$ cat src/rtl/hdmi_audio_pkg.sv
// Shared types and constants for the HDMI audio sample path.
package hdmi_audio_pkg;

   localparam int unsigned AUDIO_WORD_WIDTH      = 24;
   localparam int unsigned IEC60958_BLOCK_FRAMES = 192;

   typedef logic [AUDIO_WORD_WIDTH-1:0] audio_word_t;

   typedef struct packed {
      audio_word_t left;
      audio_word_t right;
   } stereo_sample_t;

endpackage

$ cat src/rtl/audio_sample_fifo.sv
// Generic single-clock FIFO of stereo samples with occupancy count, full and empty flags.
// Head entry is read straight from the storage array, so the head is visible the cycle
// after it is written.
module audio_sample_fifo
   import hdmi_audio_pkg::*;
#(
   parameter int unsigned Depth = 8,
   localparam int unsigned PtrW = $clog2(Depth)
) (
   input  logic           clk_i,
   input  logic           rst_ni,
   input  logic           push_i,
   input  stereo_sample_t wdata_i,
   input  logic           pop_i,
   output stereo_sample_t rdata_o,
   output logic [PtrW:0]  count_o,
   output logic           full_o,
   output logic           empty_o
);

   localparam logic [PtrW:0] DepthCount = (PtrW+1)'(Depth);

   stereo_sample_t mem_q [Depth];
   logic [PtrW-1:0] wr_ptr_q, wr_ptr_d;
   logic [PtrW-1:0] rd_ptr_q, rd_ptr_d;
   logic [PtrW:0]   count_q, count_d;
   logic            push_ok, pop_ok;

   assign full_o  = (count_q == DepthCount);
   assign empty_o = (count_q == '0);
   assign count_o = count_q;
   assign rdata_o = mem_q[rd_ptr_q];

   assign push_ok = push_i && !full_o;
   assign pop_ok  = pop_i && !empty_o;

   // Next-state for pointers and occupancy; pointers wrap naturally.
   always_comb begin
      wr_ptr_d = wr_ptr_q;
      rd_ptr_d = rd_ptr_q;
      count_d  = count_q;
      if (push_ok) wr_ptr_d = wr_ptr_q + PtrW'(1);
      if (pop_ok)  rd_ptr_d = rd_ptr_q + PtrW'(1);
      unique case ({push_ok, pop_ok})
         2'b10:   count_d = count_q + (PtrW+1)'(1);
         2'b01:   count_d = count_q - (PtrW+1)'(1);
         default: count_d = count_q;
      endcase
   end

   // Pointer and occupancy registers.
   always_ff @(posedge clk_i or negedge rst_ni) begin
      if (!rst_ni) begin
         wr_ptr_q <= '0;
         rd_ptr_q <= '0;
         count_q  <= '0;
      end else begin
         wr_ptr_q <= wr_ptr_d;
         rd_ptr_q <= rd_ptr_d;
         count_q  <= count_d;
      end
   end

   // Sample storage; contents need no reset since occupancy gates visibility.
   always_ff @(posedge clk_i) begin
      if (push_ok) mem_q[wr_ptr_q] <= wdata_i;
   end

endmodule

$ cat src/rtl/audio_sample_buffer.sv
// Stereo PCM sample buffer feeding the audio sample packet generator. Formats samples to
// MSB-aligned 24-bit words on write, tracks the IEC 60958 frame index of the head sample
// and counts pops requested while empty.
module audio_sample_buffer
   import hdmi_audio_pkg::*;
#(
   parameter int unsigned AUDIO_BIT_WIDTH = 16,
   parameter int unsigned FIFO_DEPTH      = 8
) (
   input  logic                       clk_pixel,
   input  logic                       reset_n,
   input  logic                       sample_valid,
   output logic                       sample_ready,
   input  logic [AUDIO_BIT_WIDTH-1:0] sample_left,
   input  logic [AUDIO_BIT_WIDTH-1:0] sample_right,
   input  logic                       pkt_request,
   output logic                       pkt_valid,
   output audio_word_t [1:0]          audio_sample_word,
   output logic [7:0]                 frame_counter,
   output logic [1:0]                 valid_bit,
   output logic [1:0]                 user_data_bit,
   output logic [15:0]                underflow_count
);

   localparam int unsigned CountW     = $clog2(FIFO_DEPTH) + 1;
   localparam logic [CountW-1:0] DepthCount = CountW'(FIFO_DEPTH);
   localparam logic [7:0] LastFrame = 8'(IEC60958_BLOCK_FRAMES - 1);

   stereo_sample_t    wr_sample, head_sample;
   stereo_sample_t    last_q, last_d;
   logic [CountW-1:0] fifo_count;
   logic              fifo_full, fifo_empty;
   logic              push, pop, underflow;
   logic [7:0]        frame_q, frame_d;
   logic [15:0]       underflow_q, underflow_d;

   // MSB-align each sample into a 24-bit word at write time.
   always_comb begin
      wr_sample = '0;
      wr_sample.left[AUDIO_WORD_WIDTH-1 -: AUDIO_BIT_WIDTH]  = sample_left;
      wr_sample.right[AUDIO_WORD_WIDTH-1 -: AUDIO_BIT_WIDTH] = sample_right;
   end

   // Ready comes only from registered occupancy and reset, never from pkt_request.
   assign sample_ready = reset_n && !fifo_full;
   assign pkt_valid    = !fifo_empty;
   assign push         = sample_valid && sample_ready;
   assign pop          = pkt_request && pkt_valid;
   assign underflow    = pkt_request && !pkt_valid;

   audio_sample_fifo #(
      .Depth (FIFO_DEPTH)
   ) u_fifo (
      .clk_i   (clk_pixel),
      .rst_ni  (reset_n),
      .push_i  (push),
      .wdata_i (wr_sample),
      .pop_i   (pop),
      .rdata_o (head_sample),
      .count_o (fifo_count),
      .full_o  (fifo_full),
      .empty_o (fifo_empty)
   );

   // Next-state for frame index, underflow counter and last-popped hold value.
   always_comb begin
      frame_d     = frame_q;
      underflow_d = underflow_q;
      last_d      = last_q;
      if (pop) begin
         frame_d = (frame_q == LastFrame) ? 8'd0 : frame_q + 8'd1;
         last_d  = head_sample;
      end
      if (underflow && (underflow_q != 16'hFFFF)) underflow_d = underflow_q + 16'd1;
   end

   // State registers; reset flushes everything and restarts the IEC block.
   always_ff @(posedge clk_pixel or negedge reset_n) begin
      if (!reset_n) begin
         frame_q     <= '0;
         underflow_q <= '0;
         last_q      <= '0;
      end else begin
         frame_q     <= frame_d;
         underflow_q <= underflow_d;
         last_q      <= last_d;
      end
   end

   // When empty, keep presenting the last popped sample rather than stale storage.
   always_comb begin
      audio_sample_word[0] = pkt_valid ? head_sample.left  : last_q.left;
      audio_sample_word[1] = pkt_valid ? head_sample.right : last_q.right;
   end

   assign frame_counter   = frame_q;
   assign underflow_count = underflow_q;
   assign valid_bit       = 2'b00;
   assign user_data_bit   = 2'b00;

   // Occupancy can never exceed the configured depth.
   occupancy_bound : assert property (@(posedge clk_pixel) disable iff (!reset_n)
      fifo_count <= DepthCount);

endmodule

$ cat config.mk
export PLATFORM = sky130hd
export DESIGN_NAME = audio_sample_buffer
export DESIGN_NICKNAME = d
export VERILOG_FILES = /design/src/rtl/hdmi_audio_pkg.sv /design/src/rtl/audio_sample_fifo.sv /design/src/rtl/audio_sample_buffer.sv
export SDC_FILE = /design/constraint.sdc
export NUM_CORES = 1
export LEC_CHECK = 0
export BUFFER_PORTS_ARGS = -buffer_cell sky130_fd_sc_hd__buf_4
export CELL_PAD_IN_SITES_DETAIL_PLACEMENT = 1
export CELL_PAD_IN_SITES_GLOBAL_PLACEMENT = 2
export CORE_ASPECT_RATIO = 1.2
export CORE_UTILIZATION = 30
export DETAILED_ROUTE_END_ITERATION = 8
export HOLD_SLACK_MARGIN = 0.08
export PLACE_DENSITY = 0.69
export REMOVE_ABC_BUFFERS = 1
export SYNTH_ARGS = -nofsm -noshare
export SYNTH_HDL_FRONTEND = slang
export SYNTH_SLANG_ARGS = --single-unit
$ cat constraint.sdc
create_clock -name clk_pixel -period 4.5 [get_ports clk_pixel]
set_input_delay 0 -clock clk_pixel [delete_from_list [all_inputs] [get_ports clk_pixel]]
set_output_delay 0 -clock clk_pixel [all_outputs]
set_load 0.03 [all_outputs]
Word-level counts from Yosys, hierarchy flattened
Memory sizes are Yosys's and may differ from the RTL's.
Index checks and enable logic that the tools add are counted.
W data, S select, Z words.
{ "word_totals": {"register_bits": 82, "ram_bits": 256, "wordCells": 36, "n_memories": 1, "out_inout_bits": 78} }
{ "memory_table": {"columns": ["memory", "words", "width", "read_ports", "rd_ports_with_merged_regs", "write_ports", "line", "text"], "rows": [
  ["u_fifo.mem_q", 8, 32, 1, 0, 1, "audio_sample_fifo.sv:23", "stereo_sample_t mem_q [Depth];"]
]} }
{ "classes": {"add_sub_neg": 6, "reduce_logical": 11, "eq_ne": 5, "mux": 6} }
{ "op_table": {"columns": ["cell", "count"], "rows": [
  ["$mux W24", 2],
  ["$add A16 B1 Y16 const B", 1],
  ["$ne A16 B16 Y1 const B", 1],
  ["$add A8 B1 Y8 const B", 1],
  ["$eq A8 B8 Y1 const B", 1],
  ["$mux W8", 1],
  ["$pmux W4 S2", 1],
  ["$logic_and A1 B1 Y1", 7],
  ["$add A3 B1 Y3 const B", 2],
  ["$add A4 B1 Y4 const B", 1],
  ["$eq A4 B4 Y1 const B", 1],
  ["$logic_not A4 Y1", 1],
  ["$sub A4 B1 Y4 const B", 1],
  ["$eq A2 B1 Y1 const B", 1],
  ["$eq A2 B2 Y1 const B", 1],
  ["$logic_not A1 Y1", 2],
  ["$mux W1", 2],
  ["$reduce_bool A2 Y1", 1]
]} }

Longest topological paths before layout
Gate-level depths: netlist of the first run.
{ "logic_depth": {"word_depth": 7, "mapped_depth": 11} }

Modules after synthesis
Synthesis of the first run repeated with hierarchy kept, for this count alone.
{ "hier_totals": {"cells_unflattened": 999, "area_unflattened_um2": 18741.7} }
{ "by_module_without_submodules": {"columns": ["module", "area_per_inst_um2", "cells_each", "n_inst"], "rows": [
  ["audio_sample_fifo", 15140.8, 622, 1],
  ["audio_sample_buffer", 3601.0, 377, 1]
]} }

Worst setup path before layout of the first run
Ideal clock, no wire load.
{ "synth_timing": {"path_kind": "register to register", "start": "register u_fifo.count_q[0] (netlist: u_fifo.count_o[0])", "end": "memory u_fifo.mem_q[1][0] (netlist name) (enable)", "slack_ps": 702, "t_arrival_ps": 3337, "t_required_ps": 4039, "path_buffers": 1, "synth_period_minus_slack_ps": 3798, "setup_ps": 461, "path_stages_with_launch": 6, "path_cell_list": "dfrtp_1 -> buf_2 -> nor3_1 -> a21oi_1 -> nand2_1 -> nor3_1"} }
{ "synth_via": {"elab_chain_cells": 7} }
{ "synth_rtl": {"columns": ["element", "line", "text"], "rows": [
  ["start: declaration", "audio_sample_fifo.sv:26", "logic [PtrW:0] count_q, count_d;"],
  ["start signal: assignment", "audio_sample_fifo.sv:60", "count_q <= count_d;"],
  ["$eq A4 B4 Y1 (*)", "audio_sample_fifo.sv:29", "assign full_o = (count_q == DepthCount);"],
  ["$logic_not A1 Y1 (*)", "audio_sample_fifo.sv:34, audio_sample_buffer.sv:45", null],
  ["$logic_and A1 B1 Y1", "audio_sample_buffer.sv:45", "assign sample_ready = reset_n && !fifo_full;"],
  ["$logic_and A1 B1 Y1", "audio_sample_buffer.sv:47", "assign push = sample_valid && sample_ready;"],
  ["$logic_and A1 B1 Y1 (*)", "audio_sample_fifo.sv:34", "assign push_ok = push_i && !full_o;"],
  ["$mux W1 (*)", "audio_sample_fifo.sv:66", "if (push_ok) mem_q[wr_ptr_q] <= wdata_i;"],
  ["$mux W1 (not written as such) (*)", "audio_sample_fifo.sv:66", null],
  ["end: declaration", "audio_sample_fifo.sv:23", null]
]} }
Every way passes the cells marked *; elsewhere a longest branch is shown, timed or not.

==> impl_results.html, run 1 <==
<table>
<tr><th>Metric</th><th>Value</th></tr>
<tr><th colspan="2">Die</th></tr>
<tr><td>IO Count</td><td>114</td></tr>
<tr><td>Core Box Area</td><td>0.0427 mm2</td></tr>
<tr><td>Effective utilization at floorplan</td><td>30.3%</td></tr>
<tr><td>Row count</td><td>83</td></tr>
<tr><td>Die width</td><td>192 um</td></tr>
<tr><td>Vertical die dimension</td><td>230 um</td></tr>
<tr><td>Floorplan die area</td><td>0.0440 mm2</td></tr>
<tr><th colspan="2">GRT</th></tr>
<tr><td>Aggregate global routing overflow</td><td>0</td></tr>
<tr><td>First-pass GRT wire length</td><td>42500 um</td></tr>
<tr><td>Antenna violations before repair</td><td>0</td></tr>
<tr><td>Global-route usage over all layers</td><td>12.7%</td></tr>
<tr><td>Vias in the first global route</td><td>7201</td></tr>
<tr><td>Pin count of the biggest net entering global routing</td><td>73</td></tr>
<tr><th colspan="2">Yosys</th></tr>
<tr><td>Count of state elements after synthesis</td><td>322</td></tr>
<tr><td>Number of enable-type register cells in the synthesized netlist</td><td>256</td></tr>
<tr><td>Most frequently used cell type in the post-synthesis netlist</td><td>edfxtp_1</td></tr>
<tr><td>Proportion of synthesized chip area in sequential cells</td><td>72.1%</td></tr>
<tr><td>Top post-synthesis cells by area</td><td>edfxtp_1 (59%), dfrtp_1 (13%), mux4_2 (11%), o21ai_0 (2.6%), mux2i_1 (2.5%)</td></tr>
<tr><td>Largest area contributor in the synthesized netlist</td><td>edfxtp_1</td></tr>
<tr><td>Count of warnings emitted by yosys</td><td>0</td></tr>
<tr><td>Average cell area after synthesis</td><td>17.5 um2</td></tr>
<tr><td>Combined area of all synthesized cells</td><td>0.0129 mm2</td></tr>
<tr><td>Most instantiated flip-flop cell in the synthesis netlist</td><td>edfxtp_1</td></tr>
<tr><td>Cell variety after synth</td><td>47</td></tr>
<tr><td>Post-synthesis instance total</td><td>740</td></tr>
<tr><td>Async set or reset register ratio after synthesis</td><td>20.5%</td></tr>
<tr><td>Yosys top cell area share</td><td>59.4%</td></tr>
<tr><td>Ranking of synthesized cells by instance count</td><td>edfxtp_1 (256), nand2_1 (84), o21ai_0 (67)</td></tr>
<tr><th colspan="2">Pwr</th></tr>
<tr><td>Lkg Pwr</td><td>5.48 nW</td></tr>
<tr><td>Power density over the cells</td><td>623 mW/mm2</td></tr>
<tr><td>PnR Total Power</td><td>0.00969 W</td></tr>
<tr><td>VDD IR max</td><td>0.000317 V</td></tr>
<tr><th colspan="2">Status</th></tr>
<tr><td>Result of the run</td><td>finished, final reports clean</td></tr>
<tr><th colspan="2">Clocking</th></tr>
<tr><td>Clock tree from TritonCTS</td><td>done</td></tr>
<tr><td>Number of buffers created by CTS</td><td>31</td></tr>
<tr><td>Clock net sink count</td><td>322</td></tr>
<tr><td>Post-CTS Setup Repair Bufs</td><td>0</td></tr>
<tr><td>Master cell of the clock root buffer</td><td>clkbuf_16</td></tr>
<tr><td>Clk buf depth</td><td>3</td></tr>
<tr><td>Source-to-sink clock delay at the later pin of the worst-skew pair</td><td>560 ps</td></tr>
<tr><td>Register clock-pin slew on the reported worst setup and hold paths</td><td>60 ps</td></tr>
<tr><td># H-tree levels</td><td>1</td></tr>
<tr><th colspan="2">Min path</th></tr>
<tr><td>Tightest Hold Check Type</td><td>primary input to register</td></tr>
<tr><th colspan="2">Placement</th></tr>
<tr><td>Gp weighted congestion</td><td>0.705</td></tr>
<tr><td>Post-detailed-placement half-perimeter wirelength</td><td>16500 um</td></tr>
<tr><td>Count of port buffers added during placement</td><td>93</td></tr>
<tr><th colspan="2">Timing</th></tr>
<tr><td>Max-slew violation total from the final report</td><td>0</td></tr>
<tr><td>Timing-limited maximum frequency</td><td>0.326 GHz</td></tr>
<tr><td>Worst Skew</td><td>8.40 ps</td></tr>
<tr><td>Relative slew slack</td><td>22.9%</td></tr>
<tr><td>Final TNS setup</td><td>0 ps</td></tr>
<tr><td>Final number of hold-violating endpoints</td><td>0</td></tr>
<tr><td>Unrepaired setup endpoints after global routing</td><td>false</td></tr>
<tr><td>Final setup violation count</td><td>0</td></tr>
<tr><td>Min Tclk post-route</td><td>3060 ps</td></tr>
<tr><td>Tcrit/Tclk final</td><td>68.1%</td></tr>
<tr><td>Transition time of the tightest slew-check pin</td><td>1150 ps</td></tr>
<tr><th colspan="2">Critical path</th></tr>
<tr><td>Critical Path RT</td><td>4500 ps</td></tr>
<tr><td>Reg2Reg Setup Slack</td><td>1670 ps</td></tr>
<tr><td>Worst Path Arrival</td><td>3060 ps</td></tr>
<tr><td>Setup CP Type</td><td>register to output pin</td></tr>
<tr><td>Nature of the critical path endpoint</td><td>output pin</td></tr>
<tr><td>CP startpoint kind</td><td>register</td></tr>
<tr><td>Largest driver fanout on the critical path</td><td>42</td></tr>
<tr><th colspan="2">Flow run</th></tr>
<tr><td>Max Cap Viol</td><td>0</td></tr>
<tr><th colspan="2">Detailed routing</th></tr>
<tr><td>DR WL/cell</td><td>18.7 um</td></tr>
<tr><td>Mean number of vias per cell</td><td>4.63</td></tr>
<tr><td>Aggregate routed wire length</td><td>27000 um</td></tr>
<tr><td>Number of design rule violations left after detail routing</td><td>0</td></tr>
<tr><td>Count of TritonRoute iterations in the first routing pass</td><td>4</td></tr>
<tr><td>Via count</td><td>6716</td></tr>
<tr><td>Number of antenna-violating nets in the routed design</td><td>0</td></tr>
<tr><td>First-iteration detailed-routing DRC count</td><td>282</td></tr>
<tr><th colspan="2">Cells and area</th></tr>
<tr><td>Area delta synth-&gt;final</td><td>20.2%</td></tr>
<tr><td>Fillers</td><td>4335</td></tr>
<tr><td>Net count of the finished layout</td><td>918</td></tr>
<tr><td>Final core utilization</td><td>36.5%</td></tr>
<tr><td>Final antenna diode count</td><td>0</td></tr>
<tr><td>Proportion of layout cells with a drive suffix above 1</td><td>25.9%</td></tr>
</table>
stage by stage:
| stage | worst slack [ps] | cell area, um2 | cells | hold slack, ps |
|---|---|---|---|---|
| 4_1_cts | 1240 | 15600 | 1449 | 189 |
| 6_report | 1440 | 15600 | 1449 | 216 |
| 5_1_grt | 1140 | 15600 | 1449 | 207 |
| 3_5_place_dp | 1600 | 14300 | 1357 | -13.3 |
| 3_3_place_gp | 1630 | 14300 | 1357 | -7.43 |
| 2_1_floorplan | 591 | 12700 | 702 | -296 |
cells in the final DEF, fill, tap and decap left out, drive strengths merged, types with 2 or more instances in the layout:
cell type,Yosys,routed
clkinv,0,10
inv,4,5
xor2,18,18
o31ai,2,2
nor2,12,12
dfrtp,66,66
dlygate4sd3,0,36
nand4,10,10
mux2,4,4
nand2,84,84
conb,1,20
nor3,10,10
a21oi,5,5
and4,2,2
nand2b,5,5
ha,7,7
edfxtp,256,256
nor3b,3,3
xnor2,7,7
mux2i,32,32
mux4,64,64
clkinvlp,0,3
o21ai,70,70
nor4,4,4
buf,40,104
and3,3,3
a211oi,2,2
clkbuf,17,40
nand3,2,2
registers in the layout, indices dropped and copies added (netlist names):
name / count
u_fifo.mem_q: 256
last_q: 32
underflow_count: 16
frame_counter: 8
u_fifo.count_o: 4
u_fifo.rd_ptr_q: 3
u_fifo.wr_ptr_q: 3
power by group:
| group | internal, W | total [W] | switching (W) |
|---|---|---|---|
| combinational | 0.00137 | 0.00320 | 0.00183 |
| sequential | 0.00364 | 0.00408 | 0.000438 |
| clock | 0.00135 | 0.00241 | 0.00107 |
timing repair:
| item | CTS | global route |
|---|---|---|
| hold buffers | 37 | 0 |
| endpoints found under the hold margin | 346 | 0 |
| gates resized for setup | 0 | 0 |
cell type report:
cell class	instances	area, um2	area share, %
tap	552	691	4.44
clock inverter	15	100	0.643
sequential	322	9350	60.1
multi-input combinational	376	3400	21.9
inverter	4	15.0	0.0965
clock buffer	40	830	5.33
timing repair buffer	140	1180	7.57
metal layers:
metal	up-vias	track usage, %	part of all wire (%)
met2	142	22.5	51
met4	0	3.62	2.3
met1	3432	15.8	43
li1	3099	-	-
met3	43	2.02	3.9
met5	-	0	0
worst max-delay path, cell delays in order, from the launching register on:
cell and delay, ps:
dfrtp_4 1020, buf_12 320, mux4_2 540, mux2i_1 180, o21ai_0 160, buf_4 230
final timing paths:
check | startpoint | end | depth (start not counted)
max reg2reg | u_fifo.count_o[1] | u_fifo.mem_q[6][9] | 4
min in group asynchronous | reset_n | underflow_count[10] | 4
min reg2reg | last_q[14] | last_q[14] | 2
max in group asynchronous | reset_n | u_fifo.rd_ptr_q[1] | 4
max | u_fifo.rd_ptr_q[1] | audio_sample_word[33] | 5
min | sample_right[11] | u_fifo.mem_q[4][11] | 2
cells by family after synthesis:
logic type / count (synthesis) / share of synthesized area (%)
other: 1 / 0.0290
DFF: 322 / 72.1
muxes: 100 / 14.0
buffers and inverters: 61 / 2.57
xor gates and xnor gates: 25 / 1.69
AOI/OAI and AO/OA: 84 / 3.59
and+or+nand+nor: 140 / 5.36
adders and majority gates: 7 / 0.676
Power figures use the tool's default switching activity.
==> inputs of run 2 (changes only) <==
--- a/config.mk
+++ b/config.mk
@@ -5,6 +5,7 @@
 export SDC_FILE = /design/constraint.sdc
 export NUM_CORES = 1
 export LEC_CHECK = 0
+export ABC_AREA = 1
 export BUFFER_PORTS_ARGS = -buffer_cell sky130_fd_sc_hd__buf_4
 export CELL_PAD_IN_SITES_DETAIL_PLACEMENT = 1
 export CELL_PAD_IN_SITES_GLOBAL_PLACEMENT = 2
@@ -12,7 +13,7 @@
 export CORE_UTILIZATION = 30
 export DETAILED_ROUTE_END_ITERATION = 8
 export HOLD_SLACK_MARGIN = 0.08
-export PLACE_DENSITY = 0.69
+export PLACE_DENSITY = 0.78
 export REMOVE_ABC_BUFFERS = 1
 export SYNTH_ARGS = -nofsm -noshare
 export SYNTH_HDL_FRONTEND = slang
==> constraint.sdc (replaced) <==
create_clock -name clk_pixel -period 2.7 [get_ports clk_pixel]
set_input_delay 0 -clock clk_pixel [delete_from_list [all_inputs] [get_ports clk_pixel]]
set_output_delay 0 -clock clk_pixel [all_outputs]
set_load 0.03 [all_outputs]
==> run 2 against run 1 <==
Sequential power up 61%. Utilization up 0.42 points. Sequential cell count unchanged. Final area up 6.9%. Critical path depth up 3.
==> impl_results.html, run 2 <==
<table>
<tr><th>Metric</th><th>Value</th></tr>
<tr><th colspan="2">Die</th></tr>
<tr><td>Core Box Area</td><td>0.0451 mm2 (+5.6%)</td></tr>
<tr><td>Floorplan die area</td><td>0.0468 mm2 (+6.3%)</td></tr>
<tr><td>Die width</td><td>198 um (+3.1%)</td></tr>
<tr><td>IO Count</td><td>114 (unchanged)</td></tr>
<tr><td>Row count</td><td>85 (+2.4%)</td></tr>
<tr><td>Vertical die dimension</td><td>237 um (+3.1%)</td></tr>
<tr><td>Effective utilization at floorplan</td><td>30.5% (+0.21 points)</td></tr>
<tr><th colspan="2">Cells and area</th></tr>
<tr><td>Layout Cell Area excl Fill</td><td>0.0166 mm2 (+6.9%)</td></tr>
<tr><td>Flip-flop and latch area</td><td>0.00934 mm2 (about the same)</td></tr>
<tr><td>Flip-flop count of the largest register after layout</td><td>256 (unchanged)</td></tr>
<tr><td>Most frequent cells in the layout</td><td>nor2_1 (284), edfxtp_1 (256), nand2_1 (221)</td></tr>
<tr><td>Most frequent standard cell in the layout excluding fill and tap cells</td><td>nor2_1</td></tr>
<tr><td>Largest reg by FF count</td><td>u_fifo.mem_q</td></tr>
<tr><td>Area delta synth-&gt;final</td><td>20.7%</td></tr>
<tr><td>Area of the multi-input gates</td><td>0.00388 mm2 (+14%)</td></tr>
<tr><td>Fillers</td><td>5110 (+18%)</td></tr>
<tr><td>Proportion of layout cells with a drive suffix above 1</td><td>13.5% (-12 points)</td></tr>
<tr><td>Net count of the finished layout</td><td>1472 (+60%)</td></tr>
<tr><th colspan="2">Timing</th></tr>
<tr><td>Max-slew violation total from the final report</td><td>0 (unchanged)</td></tr>
<tr><td>Transition time of the tightest slew-check pin</td><td>945 ps (-209 ps)</td></tr>
<tr><td>Final setup violation count</td><td>0 (unchanged)</td></tr>
<tr><td>Min Tclk post-route</td><td>2440 ps</td></tr>
<tr><td>Tcrit/Tclk final</td><td>90.4%</td></tr>
<tr><td>Relative slew slack</td><td>36.8% (+14 points)</td></tr>
<tr><td>Final number of hold-violating endpoints</td><td>0 (unchanged)</td></tr>
<tr><td>Worst Skew</td><td>21.3 ps (+13.0 ps)</td></tr>
<tr><td>Unrepaired setup endpoints after global routing</td><td>false</td></tr>
<tr><td>Timing-limited maximum frequency</td><td>0.410 GHz</td></tr>
<tr><th colspan="2">GRT</th></tr>
<tr><td>Pin count of the biggest net entering global routing</td><td>130 (+78%)</td></tr>
<tr><td>Aggregate global routing overflow</td><td>0 (unchanged)</td></tr>
<tr><td>First-pass GRT wire length</td><td>59500 um (+40%)</td></tr>
<tr><td>Antenna violations before repair</td><td>2 (+2)</td></tr>
<tr><td>Vias in the first global route</td><td>10249 (+42%)</td></tr>
<tr><td>Global-route usage over all layers</td><td>16.7% (+4.0 points)</td></tr>
<tr><th colspan="2">Yosys</th></tr>
<tr><td>Count of warnings emitted by yosys</td><td>0 (unchanged)</td></tr>
<tr><td>Yosys top cell area share</td><td>55.8% (-3.6 points)</td></tr>
<tr><td>Largest area contributor in the synthesized netlist</td><td>edfxtp_1</td></tr>
<tr><td>Cell variety after synth</td><td>30 (-36%)</td></tr>
<tr><td>Post-synthesis instance total</td><td>1295 (+75%)</td></tr>
<tr><td>Average cell area after synthesis</td><td>10.6 um2 (-39%)</td></tr>
<tr><td>Async set or reset register ratio after synthesis</td><td>20.5% (unchanged)</td></tr>
<tr><td>Ranking of synthesized cells by instance count</td><td>nor2_1 (284), edfxtp_1 (256), nand2_1 (221)</td></tr>
<tr><td>Top post-synthesis cells by area</td><td>edfxtp_1 (56%), dfrtp_1 (12%), nor2_1 (7.7%), nand2_1 (6.0%), nand3_1 (5.3%)</td></tr>
<tr><td>Most instantiated flip-flop cell in the synthesis netlist</td><td>edfxtp_1</td></tr>
<tr><td>Count of state elements after synthesis</td><td>322 (unchanged)</td></tr>
<tr><td>Proportion of synthesized chip area in sequential cells</td><td>67.8% (-4.3 points)</td></tr>
<tr><td>Combined area of all synthesized cells</td><td>0.0138 mm2 (+6.4%)</td></tr>
<tr><td>Most frequently used cell type in the post-synthesis netlist</td><td>nor2_1</td></tr>
<tr><td>Number of enable-type register cells in the synthesized netlist</td><td>256 (unchanged)</td></tr>
<tr><th colspan="2">Flow run</th></tr>
<tr><td>Max Cap Viol</td><td>0 (unchanged)</td></tr>
<tr><th colspan="2">Pwr</th></tr>
<tr><td>PnR Total Power</td><td>0.0191 W (+97%)</td></tr>
<tr><td>VDD IR max</td><td>0.000656 V (+110%)</td></tr>
<tr><td>Power density over the cells</td><td>1150 mW/mm2 (+85%)</td></tr>
<tr><td>Lkg Pwr</td><td>6.39 nW (+17%)</td></tr>
<tr><th colspan="2">Detailed routing</th></tr>
<tr><td>First-iteration detailed-routing DRC count</td><td>386 (+37%)</td></tr>
<tr><td>Via count</td><td>9799 (+46%)</td></tr>
<tr><td>Number of antenna-violating nets in the routed design</td><td>0 (unchanged)</td></tr>
<tr><td>Count of TritonRoute iterations in the first routing pass</td><td>5 (+1)</td></tr>
<tr><td>DR WL/cell</td><td>18.6 um (-0.15%)</td></tr>
<tr><td>Mean number of vias per cell</td><td>4.74 (+2.3%)</td></tr>
<tr><td>Aggregate routed wire length</td><td>38500 um (+42%)</td></tr>
<tr><td>Number of design rule violations left after detail routing</td><td>0 (unchanged)</td></tr>
<tr><th colspan="2">Critical path</th></tr>
<tr><td>Worst Path Arrival</td><td>2440 ps (-620 ps)</td></tr>
<tr><td>Setup CP Type</td><td>register to output pin</td></tr>
<tr><td>Max incr delay on CP</td><td>410 ps (-610 ps)</td></tr>
<tr><td>Critical-path cell with the highest stage delay</td><td>dfrtp_1</td></tr>
<tr><td>Nature of the critical path endpoint</td><td>output pin</td></tr>
<tr><td>Worst path most repeated cell</td><td>buf_4</td></tr>
<tr><td>Largest driver fanout on the critical path</td><td>18 (-57%)</td></tr>
<tr><td>CP cell instances</td><td>nor2_2 &gt; nand2_4 &gt; buf_4 &gt; inv_1 &gt; buf_4 &gt; nand2_1 &gt; nand2_1 &gt; buf_4</td></tr>
<tr><td>CP startpoint kind</td><td>register</td></tr>
<tr><td>Critical Path RT</td><td>2700 ps (-1800 ps)</td></tr>
<tr><th colspan="2">Clocking</th></tr>
<tr><td>Clk buf depth</td><td>3 (unchanged)</td></tr>
<tr><td>Master cell of the clock root buffer</td><td>clkbuf_16</td></tr>
<tr><td>Source-to-sink clock delay at the later pin of the worst-skew pair</td><td>530 ps (-30 ps)</td></tr>
<tr><td>Number of buffers created by CTS</td><td>37 (+19%)</td></tr>
<tr><td>Post-CTS Setup Repair Bufs</td><td>0 (unchanged)</td></tr>
<tr><td># H-tree levels</td><td>2 (+1)</td></tr>
<tr><td>Clock net sink count</td><td>322 (unchanged)</td></tr>
<tr><td>Register clock-pin slew on the reported worst setup and hold paths</td><td>60 ps (about the same)</td></tr>
<tr><td>Clock tree from TritonCTS</td><td>done</td></tr>
<tr><th colspan="2">Status</th></tr>
<tr><td>Result of the run</td><td>finished, final reports clean</td></tr>
<tr><th colspan="2">Placement</th></tr>
<tr><td>Placed instance area</td><td>0.0152 mm2 (+6.4%)</td></tr>
<tr><td>Count of port buffers added during placement</td><td>93 (unchanged)</td></tr>
<tr><td>Post-detailed-placement half-perimeter wirelength</td><td>22700 um (+38%)</td></tr>
<tr><td>Gp weighted congestion</td><td>0.708 (+0.40%)</td></tr>
<tr><th colspan="2">Min path</th></tr>
<tr><td>Tightest Hold Check Type</td><td>primary input to register</td></tr>
</table>
[run 2: through the flow]
stage	hold slack [ps]	std cells	setup slack, ps	setup TNS (ps)	utilization [%]
2_1_floorplan	-296	1228	-1570	-329880	-
3_3_place_gp	-89.6	1963	762	0	33.6
3_5_place_dp	-89.0	1963	739	0	33.6
4_1_cts	231	2064	192	0	36.9
5_1_grt	255	2065	103	0	36.9
6_report	257	2066	259	0	36.9
[run 2: path summary, 6_finish.rpt]
check,from,to,slack [ps],cells past startpoint
hold reg to reg,last_q[11],last_q[11],480,2
setup / recovery,u_fifo.count_o[1],audio_sample_word[21],260,8
max in group asynchronous,reset_n,last_q[11],1220,3
hold / removal,sample_left[8],u_fifo.mem_q[7][24],260,2
min in group asynchronous,reset_n,last_q[44],400,3
setup reg to reg,u_fifo.count_o[0],u_fifo.mem_q[3][13],720,6
[run 2: layout make-up]
| class | instances | area share (%) |
|---|---|---|
| Sequential cell | 322 | 56.2 |
| Multi-Input combinational cell | 868 | 23.3 |
| Timing Repair Buffer | 162 | 8.38 |
| Clock buffer | 44 | 5.73 |
| Tap cell | 609 | 4.58 |
| Clock inverter | 21 | 0.918 |
| Inverter | 38 | 0.858 |
| Antenna cell | 2 | 0.0301 |
[run 2: repair_timing]
| item | CTS | global route |
|---|---|---|
| hold endpoints to repair | 328 | 0 |
| gates resized for setup | 0 | 0 |
| hold buffers | 36 | 0 |
| endpoints found under the setup margin | 0 | 0 |
[run 2: logic make-up (layout without fill, tap and decap cells)]
family / Yosys count / after routing / share of synthesized area, %
compound gates: 145 / 145 / 5.28
fa+ha+maj: 7 / 7 / 0.636
flops: 322 / 322 / 67.8
xor+xnor: 16 / 16 / 1.02
simple gates: 680 / 680 / 20.4
buf+inv: 124 / 265 / 4.86
other cells: 1 / 22 / 0.0272
[run 2: power breakdown]
| part | total [W] | switching [W] | internal, W |
|---|---|---|---|
| Combinational | 0.00788 | 0.00540 | 0.00248 |
| Sequential | 0.00656 | 0.000438 | 0.00612 |
| Clock | 0.00469 | 0.00199 | 0.00270 |
| Total | 0.0191 | 0.00783 | 0.0113 |
[run 2: worst max-delay path, delay by kind of cell (launching register included)]
family	cells	cell delay, ps
DFF	1	410
buffers and inverters	4	1030
and+or+nand+nor	4	440
[run 2: routing by layer]
metal | GRT usage (%) | part of all wire (%)
met3 | 2.41 | 3.8
met4 | 4.72 | 2.3
met5 | 0 | 0
met2 | 30.4 | 52
met1 | 20.3 | 42
==> inputs of run 3 (changes only) <==
--- a/config.mk
+++ b/config.mk
@@ -13,7 +13,7 @@
 export CORE_UTILIZATION = 30
 export DETAILED_ROUTE_END_ITERATION = 8
 export HOLD_SLACK_MARGIN = 0.08
-export PLACE_DENSITY = 0.78
+export PLACE_DENSITY = 0.75
 export REMOVE_ABC_BUFFERS = 1
 export SYNTH_ARGS = -nofsm -noshare
 export SYNTH_HDL_FRONTEND = slang
==> constraint.sdc (replaced) <==
create_clock -name clk_pixel -period 2.3 [get_ports clk_pixel]
set_input_delay 0 -clock clk_pixel [delete_from_list [all_inputs] [get_ports clk_pixel]]
set_output_delay 0 -clock clk_pixel [all_outputs]
set_load 0.03 [all_outputs]
==> run 3 against run 2 <==
Global-route usage grew 0.24 points. Critical endpoint is now audio_sample_word[14]. Power is 23% higher. Critical path depth increased by 1. Hold slack got worse by 180 ps.
==> impl_results.html, run 3 (synthesis gave the netlist of run 2 again) <==
<table>
<tr><th>Metric</th><th>Value</th></tr>
<tr><th colspan="2">Die</th></tr>
<tr><td>Die width</td><td>198 um (unchanged)</td></tr>
<tr><td>Core Box Area</td><td>0.0451 mm2 (unchanged)</td></tr>
<tr><td>IO Count</td><td>114 (unchanged)</td></tr>
<tr><td>Row count</td><td>85 (unchanged)</td></tr>
<tr><td>Vertical die dimension</td><td>237 um (unchanged)</td></tr>
<tr><td>Effective utilization at floorplan</td><td>30.5% (unchanged)</td></tr>
<tr><td>Floorplan die area</td><td>0.0468 mm2 (unchanged)</td></tr>
<tr><th colspan="2">Timing</th></tr>
<tr><td>Worst Skew</td><td>18.2 ps (-3.12 ps)</td></tr>
<tr><td>Final number of hold-violating endpoints</td><td>0 (unchanged)</td></tr>
<tr><td>Relative slew slack</td><td>51.9% (+15 points)</td></tr>
<tr><td>Final setup violation count</td><td>0 (unchanged)</td></tr>
<tr><td>Transition time of the tightest slew-check pin</td><td>722 ps (-223 ps)</td></tr>
<tr><td>Max-slew violation total from the final report</td><td>0 (unchanged)</td></tr>
<tr><td>Unrepaired setup endpoints after global routing</td><td>true</td></tr>
<tr><td>Tcrit/Tclk final</td><td>96.6%</td></tr>
<tr><td>Timing-limited maximum frequency</td><td>0.450 GHz</td></tr>
<tr><td>Min Tclk post-route</td><td>2220 ps</td></tr>
<tr><th colspan="2">Critical path</th></tr>
<tr><td>Buffers and inverters on the worst path</td><td>3 (-1)</td></tr>
<tr><td>Count of cells along the worst register-to-register path</td><td>12 (+6)</td></tr>
<tr><td>Largest driver fanout on the critical path</td><td>18 (unchanged)</td></tr>
<tr><td>Setup CP Type</td><td>register to output pin</td></tr>
<tr><td>Nature of the critical path endpoint</td><td>output pin</td></tr>
<tr><td>CP startpoint kind</td><td>register</td></tr>
<tr><td>Worst Path Arrival</td><td>2220 ps (-220 ps)</td></tr>
<tr><td>Max incr delay on CP</td><td>540 ps (+130 ps)</td></tr>
<tr><td>Cell family with most CP delay</td><td>flip-flops</td></tr>
<tr><td>CP cell instances</td><td>buf_4 &gt; buf_8 &gt; nor2_1 &gt; nor2_1 &gt; o21ai_0 &gt; nand3_1 &gt; nand3_1 &gt; nand2_1 &gt; buf_4</td></tr>
<tr><td>Critical-path cell with the highest stage delay</td><td>dfrtp_4</td></tr>
<tr><td>Critical Path RT</td><td>2300 ps (-400 ps)</td></tr>
<tr><td>Number of cells on the critical path</td><td>9 (+1)</td></tr>
<tr><th colspan="2">Min path</th></tr>
<tr><td>Tightest Hold Check Type</td><td>primary input to async pin</td></tr>
<tr><th colspan="2">Detailed routing</th></tr>
<tr><td>Aggregate routed wire length</td><td>38900 um (+1.2%)</td></tr>
<tr><td>Number of design rule violations left after detail routing</td><td>0 (unchanged)</td></tr>
<tr><td>DR WL/cell</td><td>18.8 um (+1.0%)</td></tr>
<tr><td>Number of antenna-violating nets in the routed design</td><td>0 (unchanged)</td></tr>
<tr><td>Mean number of vias per cell</td><td>4.74 (-0.10%)</td></tr>
<tr><td>Via count</td><td>9808 (+0.092%)</td></tr>
<tr><td>First-iteration detailed-routing DRC count</td><td>459 (+19%)</td></tr>
<tr><td>Count of TritonRoute iterations in the first routing pass</td><td>4 (-1)</td></tr>
<tr><th colspan="2">Clocking</th></tr>
<tr><td>Master cell of the clock root buffer</td><td>clkbuf_16</td></tr>
<tr><td>Register clock-pin slew on the reported worst setup and hold paths</td><td>60 ps (about the same)</td></tr>
<tr><td>Clock tree from TritonCTS</td><td>done</td></tr>
<tr><td>Clk buf depth</td><td>3 (unchanged)</td></tr>
<tr><td>Number of buffers created by CTS</td><td>35 (-5.4%)</td></tr>
<tr><td>Clock net sink count</td><td>322 (unchanged)</td></tr>
<tr><td># H-tree levels</td><td>2 (unchanged)</td></tr>
<tr><td>Source-to-sink clock delay at the later pin of the worst-skew pair</td><td>520 ps (about the same)</td></tr>
<tr><th colspan="2">Placement</th></tr>
<tr><td>Cell Count Post-Placement</td><td>1961 (-0.10%)</td></tr>
<tr><td>Gp weighted congestion</td><td>0.738 (+4.3%)</td></tr>
<tr><td>Count of port buffers added during placement</td><td>93 (unchanged)</td></tr>
<tr><td>Post-detailed-placement half-perimeter wirelength</td><td>22400 um (-1.2%)</td></tr>
<tr><th colspan="2">Cells and area</th></tr>
<tr><td>Proportion of layout cells with a drive suffix above 1</td><td>14.7% (+1.2 points)</td></tr>
<tr><td>Most frequent cells in the layout</td><td>nor2_1 (282), edfxtp_1 (256), nand2_1 (221)</td></tr>
<tr><td>Fillers</td><td>4971 (-2.7%)</td></tr>
<tr><td>Most frequent standard cell in the layout excluding fill and tap cells</td><td>nor2_1</td></tr>
<tr><td>Final antenna diode count</td><td>0 (-2)</td></tr>
<tr><td>Area of the multi-input gates</td><td>0.00390 mm2 (+0.52%)</td></tr>
<tr><td>Net count of the finished layout</td><td>1478 (+0.41%)</td></tr>
<tr><td>Post-route non-filler standard cell count</td><td>2070 (+0.19%)</td></tr>
<tr><td>Flip-flop and latch area</td><td>0.00934 mm2 (unchanged)</td></tr>
<tr><td>Area delta synth-&gt;final</td><td>23.5%</td></tr>
<tr><td>Largest reg by FF count</td><td>u_fifo.mem_q</td></tr>
<tr><td>Flip-flop count of the largest register after layout</td><td>256 (unchanged)</td></tr>
<tr><td>Final core utilization</td><td>37.7% (+0.85 points)</td></tr>
<tr><th colspan="2">Pwr</th></tr>
<tr><td>VDD IR max</td><td>0.000575 V (-12%)</td></tr>
<tr><td>Lkg Pwr</td><td>6.57 nW (+2.9%)</td></tr>
<tr><td>Power density over the cells</td><td>1380 mW/mm2 (+20%)</td></tr>
<tr><th colspan="2">Status</th></tr>
<tr><td>Result of the run</td><td>finished, final reports clean</td></tr>
<tr><th colspan="2">GRT</th></tr>
<tr><td>First-pass GRT wire length</td><td>60700 um (+2.1%)</td></tr>
<tr><td>Global-route usage over all layers</td><td>16.9% (+0.24 points)</td></tr>
<tr><td>Antenna violations before repair</td><td>1 (-1)</td></tr>
<tr><td>Vias in the first global route</td><td>10615 (+3.6%)</td></tr>
<tr><td>Aggregate global routing overflow</td><td>0 (unchanged)</td></tr>
<tr><td>Pin count of the biggest net entering global routing</td><td>66 (-49%)</td></tr>
<tr><th colspan="2">Flow run</th></tr>
<tr><td>Max Cap Viol</td><td>0 (unchanged)</td></tr>
</table>
run 3: cell types whose count changed in the layout (fill, tap and decap cells not counted), moves of 3 or more:
cell and change:
clkinv_2 -3, nand3_1 -3, buf_12 +8, clkbuf_1 -5
buf_4 -5, nand3_2 +3, clkinv_4 +3, bufinv_16 +4
run 3: where the power goes:
group | internal [W] | switching, W | leakage (nW)
combinational | 0.00330 | 0.00649 | 2.85
clock | 0.00367 | 0.00234 | 0.603
sequential | 0.00718 | 0.000533 | 3.12
total | 0.0142 | 0.00936 | 6.57
run 3: area by class of cell:
type	count	area share [%]
tap	609	4.48
clock buffer	41	5.65
multi-input combinational	868	22.9
timing repair buffer	170	9.61
inverter	38	0.868
sequential	322	54.9
clock inverter	22	1.56
run 3: metrics by stage:
stage               setup TNS [ps]  hold WS (ps)  cell area [um2]  setup slack, ps  total power, W
floorplan                  -460040          -296            13300            -1970          0.0134
finish                           0          76.4            17000             77.8          0.0235
global route                 -29.0           111            17000            -26.0          0.0250
CTS                              0           111            16900             9.72          0.0237
global placement                 0         -36.9            15200              335          0.0171
detailed placement               0         -35.9            15200              304          0.0173
run 3: worst paths after layout:
kind | start | slack, ps | end
setup / recovery | u_fifo.rd_ptr_q[0] | 80 | audio_sample_word[14]
hold / removal | reset_n | 80 | last_q[10]
setup reg to reg | u_fifo.count_o[1] | 290 | u_fifo.count_o[2]
hold reg to reg | last_q[16] | 480 | last_q[16]
max in group asynchronous | reset_n | 1420 | u_fifo.rd_ptr_q[0]
min in group clk_pixel | sample_left[11] | 260 | u_fifo.mem_q[0][27]
run 3: routing by layer:
metal | track usage (%) | up-vias | part of all wire [%]
met5 | 0 | - | 0
met2 | 30.9 | 157 | 52
met3 | 2.42 | 42 | 3.8
met1 | 20.9 | 4958 | 43
met4 | 3.81 | 0 | 1.5
li1 | - | 4651 | -
run 3: tightest hold or removal path: cells and delay by family:
family	cells	cell delay, ps
buffers and inverters	3	920
run 3: timing repair:
action,4_1_cts,5_1_grt
hold buffers,36,0
setup endpoints to repair,29,28
setup buffers,5,3
endpoints found under the hold margin,324,0
gates resized for setup,0,15
cloned,2,1
pin swaps,0,7
